### src/rtl/carpark_pkg.sv
// Shared definitions for the car park entry/exit controller: FSM states,
// sensor patterns {a,b} and default capacity.
package carpark_pkg;

  localparam int MAX_CARS_DEFAULT = 15;
  localparam int COUNT_W          = 4;

  typedef enum logic [2:0] {
    IDLE = 3'd0,
    EN1  = 3'd1,
    EN2  = 3'd2,
    EN3  = 3'd3,
    EX1  = 3'd4,
    EX2  = 3'd5,
    EX3  = 3'd6
  } state_t;

  // Pattern bit 1 is the outer beam (a), bit 0 the inner beam (b).
  typedef logic [1:0] pat_t;

  localparam pat_t PAT_CLEAR = 2'b00;
  localparam pat_t PAT_A     = 2'b10;
  localparam pat_t PAT_AB    = 2'b11;
  localparam pat_t PAT_B     = 2'b01;

endpackage

### src/rtl/sensor_debounce.sv
// Accepts a new sensor level only after DEBOUNCE_CYCLES consecutive samples
// that differ from the currently accepted level.
module sensor_debounce #(
  parameter int DEBOUNCE_CYCLES = 4
) (
  input  logic clk,
  input  logic reset,
  input  logic i_sensor,
  output logic o_sensor
);

  logic [7:0] r_cnt;
  logic       r_stable;

  always_ff @(posedge clk or posedge reset) begin
    if (reset) begin
      r_cnt    <= '0;
      r_stable <= 1'b0;
    end else if (i_sensor == r_stable) begin
      r_cnt <= '0;
    end else if (r_cnt == 8'(DEBOUNCE_CYCLES - 1)) begin
      r_stable <= i_sensor;
      r_cnt    <= '0;
    end else begin
      r_cnt <= r_cnt + 8'd1;
    end
  end

  assign o_sensor = r_stable;

endmodule

### src/rtl/carpark_controller.sv
// Car park occupancy controller: two-beam direction FSM plus bounded counter.
// Optional input debounce is enabled with macro CARPARK_DEBOUNCE_EN.
module carpark_controller
  import carpark_pkg::*;
#(
  parameter int MAX_CARS        = MAX_CARS_DEFAULT,
  parameter int DEBOUNCE_CYCLES = 4
) (
  input  logic               clk,
  input  logic               reset,
  input  logic               sensor_a,
  input  logic               sensor_b,
  output logic               inc_car,
  output logic               dec_car,
  output logic [COUNT_W-1:0] car_count,
  output logic               full,
  output logic               empty,
  output logic               seq_err
);

  if (MAX_CARS < 1 || MAX_CARS > 15) begin : g_bad_max_cars
    $error("MAX_CARS out of range 1..15");
  end
  if (DEBOUNCE_CYCLES < 1 || DEBOUNCE_CYCLES > 255) begin : g_bad_debounce
    $error("DEBOUNCE_CYCLES out of range 1..255");
  end

  localparam logic [COUNT_W-1:0] MAX_COUNT = COUNT_W'(MAX_CARS);

  logic r_a_meta, r_a_sync, r_b_meta, r_b_sync;
  logic w_a, w_b;
  pat_t w_pat;

  // NOTE: the beams are asynchronous to clk, so each passes two flops before
  // any decision is made on it; the first flop may go metastable.
  always_ff @(posedge clk or posedge reset) begin
    if (reset) begin
      {r_a_sync, r_a_meta} <= 2'b00;
      {r_b_sync, r_b_meta} <= 2'b00;
    end else begin
      {r_a_sync, r_a_meta} <= {r_a_meta, sensor_a};
      {r_b_sync, r_b_meta} <= {r_b_meta, sensor_b};
    end
  end

`ifdef CARPARK_DEBOUNCE_EN
  sensor_debounce #(.DEBOUNCE_CYCLES(DEBOUNCE_CYCLES)) u_deb_a (
    .clk(clk), .reset(reset), .i_sensor(r_a_sync), .o_sensor(w_a)
  );
  sensor_debounce #(.DEBOUNCE_CYCLES(DEBOUNCE_CYCLES)) u_deb_b (
    .clk(clk), .reset(reset), .i_sensor(r_b_sync), .o_sensor(w_b)
  );
`else
  assign w_a = r_a_sync;
  assign w_b = r_b_sync;
`endif

  assign w_pat = {w_a, w_b};

  state_t             r_state;
  pat_t               r_prev_pat;
  logic [COUNT_W-1:0] r_count;
  logic               r_inc, r_dec, r_err;

  // NOTE: pulse outputs are cleared at the top of every cycle, so a later
  // assignment in the case statement wins for exactly one clock.
  always_ff @(posedge clk or posedge reset) begin
    if (reset) begin
      r_state    <= IDLE;
      r_prev_pat <= PAT_CLEAR;
      r_count    <= '0;
      r_inc      <= 1'b0;
      r_dec      <= 1'b0;
      r_err      <= 1'b0;
    end else begin
      r_inc      <= 1'b0;
      r_dec      <= 1'b0;
      r_err      <= 1'b0;
      r_prev_pat <= w_pat;
      unique case (r_state)
        IDLE: begin
          case (w_pat)
            PAT_A:   r_state <= EN1;
            PAT_B:   r_state <= EX1;
            // Both beams blocked from idle: flag once on arrival, not per cycle.
            PAT_AB:  r_err   <= (r_prev_pat != PAT_AB);
            default: ;
          endcase
        end
        EN1: begin
          case (w_pat)
            PAT_A:     ;
            PAT_AB:    r_state <= EN2;
            PAT_CLEAR: r_state <= IDLE;
            default:   begin r_state <= IDLE; r_err <= 1'b1; end
          endcase
        end
        EN2: begin
          case (w_pat)
            PAT_AB:  ;
            PAT_B:   r_state <= EN3;
            PAT_A:   r_state <= EN1;
            default: r_state <= IDLE;
          endcase
        end
        EN3: begin
          case (w_pat)
            PAT_B:     ;
            PAT_AB:    r_state <= EN2;
            PAT_CLEAR: begin
              r_state <= IDLE;
              if (r_count == MAX_COUNT) begin
                r_err <= 1'b1;
              end else begin
                r_count <= r_count + 1'b1;
                r_inc   <= 1'b1;
              end
            end
            default:   begin r_state <= IDLE; r_err <= 1'b1; end
          endcase
        end
        EX1: begin
          case (w_pat)
            PAT_B:     ;
            PAT_AB:    r_state <= EX2;
            PAT_CLEAR: r_state <= IDLE;
            default:   begin r_state <= IDLE; r_err <= 1'b1; end
          endcase
        end
        EX2: begin
          case (w_pat)
            PAT_AB:  ;
            PAT_A:   r_state <= EX3;
            PAT_B:   r_state <= EX1;
            default: r_state <= IDLE;
          endcase
        end
        EX3: begin
          case (w_pat)
            PAT_A:     ;
            PAT_AB:    r_state <= EX2;
            PAT_CLEAR: begin
              r_state <= IDLE;
              if (r_count == '0) begin
                r_err <= 1'b1;
              end else begin
                r_count <= r_count - 1'b1;
                r_dec   <= 1'b1;
              end
            end
            default:   begin r_state <= IDLE; r_err <= 1'b1; end
          endcase
        end
        default: r_state <= IDLE;
      endcase
    end
  end

  assign car_count = r_count;
  assign inc_car   = r_inc;
  assign dec_car   = r_dec;
  assign seq_err   = r_err;
  assign full      = (r_count == MAX_COUNT);
  assign empty     = (r_count == '0);

endmodule
### config.mk
export PLATFORM = sky130hd
export DESIGN_NAME = carpark_controller
export DESIGN_NICKNAME = d
export VERILOG_FILES = /design/src/rtl/carpark_pkg.sv /design/src/rtl/sensor_debounce.sv /design/src/rtl/carpark_controller.sv
export SDC_FILE = /design/constraint.sdc
export NUM_CORES = 1
export LEC_CHECK = 0
export ABC_AREA = 0
export CAP_MARGIN = 10
export CORE_MARGIN = 2
export CORE_UTILIZATION = 45
export CTS_CLUSTER_SIZE = 12
export DETAILED_ROUTE_END_ITERATION = 7
export MAX_ROUTING_LAYER = met4
export PLACE_DENSITY = 0.72
export RECOVER_POWER = 25
export SYNTH_ARGS = -nofsm -noshare
export SYNTH_HDL_FRONTEND = slang
export SYNTH_SLANG_ARGS = --single-unit
export TNS_END_PERCENT = 5
### constraint.sdc
create_clock -name clk -period 2.2 [get_ports clk]
set_clock_uncertainty 0.05 [all_clocks]
set_input_delay 0.22 -clock clk [delete_from_list [all_inputs] [get_ports clk]]
set_output_delay 0.22 -clock clk [all_outputs]
set_load 0.005 [all_outputs]
### After elaboration in Yosys (flattened, before gate mapping)

Cells that the tools add are included.

* bits in registers: 16
* word-level logic and storage cells: 71
* input bits: 4
* output and inout port bits: 9

* mux-type cells: 27
* add/sub/neg operators: 2
* equality and inequality tests: 22
* reductions and logical operators: 10

Operators by type and width (number)
* case mux 3 bit (2 select lines): 5
* inequality test 2 bit (second input constant): 11
* case mux 3 bit (7 select lines): 1
* case mux 3 bit (3 select lines): 2
* two-way mux 4 bit: 4
* two-way mux 1 bit: 11
* equality test 3 bit (second input constant): 3
* case mux 4 bit (2 select lines): 1
* AND reduction 7 bit: 1
* equality test 3 x 2 -> 1 bit (second input constant): 2
* OR reduction 3 bit: 2
* case mux 1 bit (5 select lines): 1
* AND reduction 5 bit: 1
* adder 4 x 1 -> 4 bit (second input constant): 1
* equality test 2 bit (second input constant): 2
* equality test 4 bit (second input constant): 1
* logical NOT 4 bit: 1
* case mux 1 bit (2 select lines): 2
* OR reduction 2 bit: 2
* subtractor 4 x 1 -> 4 bit (second input constant): 1
* equality test 3 x 1 -> 1 bit (second input constant): 1
* logical NOT 3 bit: 1
* inequality test 3 bit (second input constant): 1
* equality test 2 x 1 -> 1 bit (second input constant): 1
* 2 further kinds: 2

### Depth between registers and ports, before layout

* depth in word-level cells: 4
* gate-level depth with buffers: 8
* gate-level depth less buffers: 7

### Worst setup path after synthesis

No wires, ideal clock.

* kind: register to register
* start point: reg r_a_sync
* end point: reg r_state[0]
* setup time: 0.127 ns
* path buffers: 0
* data arrival time: 1.592 ns
* period minus slack after synthesis: 1.769 ns
* cell stages (with the launch flop): 7
* path slack: 0.431 ns
* path through: dfrtp_1 -> inv_1 -> ha_1 -> mux2_2 -> a21oi_1 -> o211a_1 -> mux2_1

* word-level cells in the longest chain between the ends: 3
* elaborated cells on any way between the ends: 16
* those cells by class: 10 x eq/ne; 5 x mux; 1 x reduce/logical

RTL lines
* start: declaration: line carpark_controller.sv:30 `logic r_a_meta, r_a_sync, r_b_meta, r_b_sync;`
* start signal: assignment: line carpark_controller.sv:41 `{r_a_sync, r_a_meta} <= {r_a_meta, sensor_a};`
* equality test 2 bit (tied with other cells)
* case mux 3 bit (3 select lines) (tied with other cells): line carpark_controller.sv:99 `case (w_pat)`
* case mux 3 bit (7 select lines) / AND reduction 7 bit (equally long branches)
* end signal: assignment: line carpark_controller.sv:83 `PAT_A: r_state <= EN1;`
* end signal: assignment: line carpark_controller.sv:84 `PAT_B: r_state <= EX1;`
* end signal: assignment: line carpark_controller.sv:93 `PAT_AB: r_state <= EN2;`
* end: declaration: line carpark_controller.sv:60 `state_t r_state;`

Parallel ways exist; a longest one is shown, timed or not. The select of a mux whose other input is x is not followed.
A chain may end at the register's enable or synchronous reset.

### Final worst setup path

* start point: reg r_count[0], in the netlist car_count[0]
* end point: out empty

* word-level cells in the longest chain between the ends: 1

RTL lines
* start: declaration: line carpark_controller.sv:62 `logic [COUNT_W-1:0] r_count;`
* start signal: assignment: line carpark_controller.sv:115 `r_count <= r_count + 1'b1;`
* start signal: assignment: line carpark_controller.sv:147 `r_count <= r_count - 1'b1;`
* logical NOT 4 bit: line carpark_controller.sv:164 `assign empty = (r_count == '0);`
* end: declaration: line carpark_controller.sv:17 `output logic empty,`

Every way passes these cells.

==> flow_summary.yaml <==
logic_synthesis:
  synth_top_area_share_pct: 41.9
  synth_area_leaders: "dfrtp_1, ha_1, o21ai_0"
  synth_area_leader_cell: "dfrtp_1"
  ys_seq_area_share_pct: 41.9
  synth_fp_nets: 99
  avgSynthCellArea_um2: 10.9
  ys_types: 37
  ys_ff_latch: 16
  yosys_warnings: 0
  netlist_area_um2: 956
  syn_inst: 88
floorplan:
  start_util_pct: 48.2
  dieArea_mm2: 0.00251
  pin_count: 13
  num_rows: 16
  fp.coreArea_mm2: 0.00198
  die_w_um: 50.1
  die_height_um: 50.1
layout:
  area_delta_synth_final_pct: 15.3
  multiInputGateArea_um2: 507
  regArea_um2: 400
  fin_cells: 126
  nFillCells: 175
  drive_gt1_share_pct: 13.1
  nNetsFinal: 112
  n_antenna_cell: 0
setup_path:
  crit_type: "flop to primary output"
  cp.required_ns: 1.93
  worst_ep_arrival_time_ns: 1.77
  max_stage_delay_ns: 0.58
  crit_fanout: 7
  reg2reg_from: "r_a_sync"
  path_cells: "nor4_2, clkdlybuf4s50_1"
  slowest_stage: "clkdlybuf4s50_1"
  cp-start-kind: "flop"
  critPathCaptureType: "primary output"
  startpoint: "car_count[0]"
detailed_routing:
  ant_nets: 0
  wl_per_cell_um: 14.3
  dr_total_vias: 717
  routed_wl_mm: 1.80
  drt_first_pass_iters: 4
  via_per_inst: 5.69
  dr.first_iter.drc_count: 8
  drcViolationCount: 0
global_route:
  grt_pass1_wl_mm: 3.14
  antenna_found_initial: 0
  grtUsageTotal_pct: 16.8
  grt_pass1_vias: 692
  overflow: 0
  grt_max_degree: 19
sta:
  slew_viol_final: 0
  finalCritPeriodShare_pct: 92.8
  setup_viol: 0
  hold_viol: 0
  period_needed_ns: 2.04
  rsz0062_at_grt: "no"
  worst_pin_slew_ns: 0.595
  setup-tns-final_ns: 0
  fmaxAchievable_mhz: 490
  max-slew-margin-rel_pct: 60.3
  holdWs_ns: 0.307
pwr:
  peakVddDrop_mv: 0.621
  total_power_uw: 947
  p_per_area_mw_per_mm2: 859
  leakage_nw: 0.465
cts:
  numClockSinks: 16
  cts_hold_buf: 0
  cts_root_buffer: "clkbuf_4"
  cts-resized-gates: 0
  cts_tree: "done"
  cts_buffers: 3
  clk_latency_ns: 0.28
  clk_pin_slew_ns: 0.09
  clockBufferDepth: 2
  htree_levels: 1
  post-cts-setup-buffer-count: 0
place:
  hpwl_mm: 1.27
  gp_congestion: 0.785
  placed_cells: 123
  port_buffers: 12
job:
  maxCapViolCount: 0
outcome:
  outcome: "finished clean"
worst_hold_path:
  hp-start: "r_b_meta"
  min_path_type: "flop to flop"
registers in the layout, summed over array words and instances (netlist names):
signal,cells
seq_err,1
r_a_meta,1
dec_car,1
r_prev_pat,2
r_a_sync,1
r_state,3
r_b_meta,1
car_count,4
r_b_sync,1
inc_car,1
logic make-up (layout without fill, tap and decap cells):
kind of cell / count (synthesis) / in the layout / share of synthesized area, %
and+or+nand+nor: 28 / 28 / 21.7
muxes: 5 / 5 / 5.76
buffers and inverters: 9 / 20 / 5.10
DFF: 16 / 16 / 41.9
xor gates and xnor gates: 3 / 3 / 2.75
adders and majority gates: 7 / 7 / 9.16
AOI/OAI and AO/OA: 20 / 20 / 13.6
synth_stat cells (all sizes together):
| cell type | instances |
|---|---|
| o211a | 1 |
| dfrtp | 16 |
| nor2 | 2 |
| nand3 | 1 |
| inv | 5 |
| o21ai | 7 |
| xnor2 | 3 |
| and2b | 1 |
| o32ai | 1 |
| o22ai | 1 |
| o21a | 1 |
| mux2 | 4 |
| o41ai | 1 |
| clkbuf | 1 |
| a21boi | 1 |
| and4 | 1 |
| a221oi | 1 |
| nor2b | 2 |
| nor3b | 2 |
| nand3b | 2 |
| mux2i | 1 |
| a21oi | 4 |
| nand4bb | 1 |
| and3b | 2 |
| o32a | 1 |
| nor4 | 3 |
| nand2 | 6 |
| nor3 | 4 |
| buf | 3 |
| ha | 7 |
| a211oi | 1 |
| and2 | 1 |
report_power, final:
part           internal (mW)  switching (mW)
registers              0.341           0.122
clock network         0.0635          0.0846
logic                  0.205           0.131
final cells by class:
class	count	area share, %
multi-input cells	63	46.0
flip-flops and latches	16	36.3
repair buffers	12	10.9
well taps	27	3.06
clock buffers	3	2.04
inverters	5	1.70
cell usage in the layout, fill, tap and decap left out, types with 2 or more instances in the layout:
master            n
clkdlybuf4s50_1   9
ha_1              7
nor4_2            2
xnor2_1           3
inv_1             5
dlygate4sd3_1     3
a21oi_1           4
o21ai_0           7
mux2_1            3
nand3b_1          2
clkbuf_4          3
and3b_2           2
nor2b_1           2
dfrtp_1          16
nand2_1           6
nor3_1            4
metrics by stage:
stage               area (µm²)  utilization [%]  setup WS (ns)
finish                    1100             55.6          0.159
global route              1100             55.6         0.0741
CTS                       1100             55.6          0.175
detailed placement        1080             54.5          0.275
global placement          1080             54.5          0.364
floorplan                  956                -          0.431
worst paths after layout:
check	endpoint	slack, ns	cells past startpoint
max	empty	0.16	2
min	r_b_sync	0.31	0
max reg2reg	r_state[2]	0.28	6
min reg2reg	r_b_sync	0.31	0
max in group asynchronous	r_b_sync	1.33	2
min in group asynchronous	dec_car	0.38	2
critical path: cells and delay by family, from the launching register on:
| kind | cells | cell delay (ns) |
|---|---|---|
| buffers and inverters | 1 | 0.58 |
| AND/OR/NAND/NOR | 1 | 0.43 |
| flip-flops | 1 | 0.48 |
per-layer routing:
layer	up-vias	routed length [µm]	track usage (%)
li1	340	-	-
met1	353	858	21.6
met2	20	865	27.6
met3	4	56	1.82
met4	0	22	5.56
met5	-	0	-
Power figures use the tool's default switching activity.
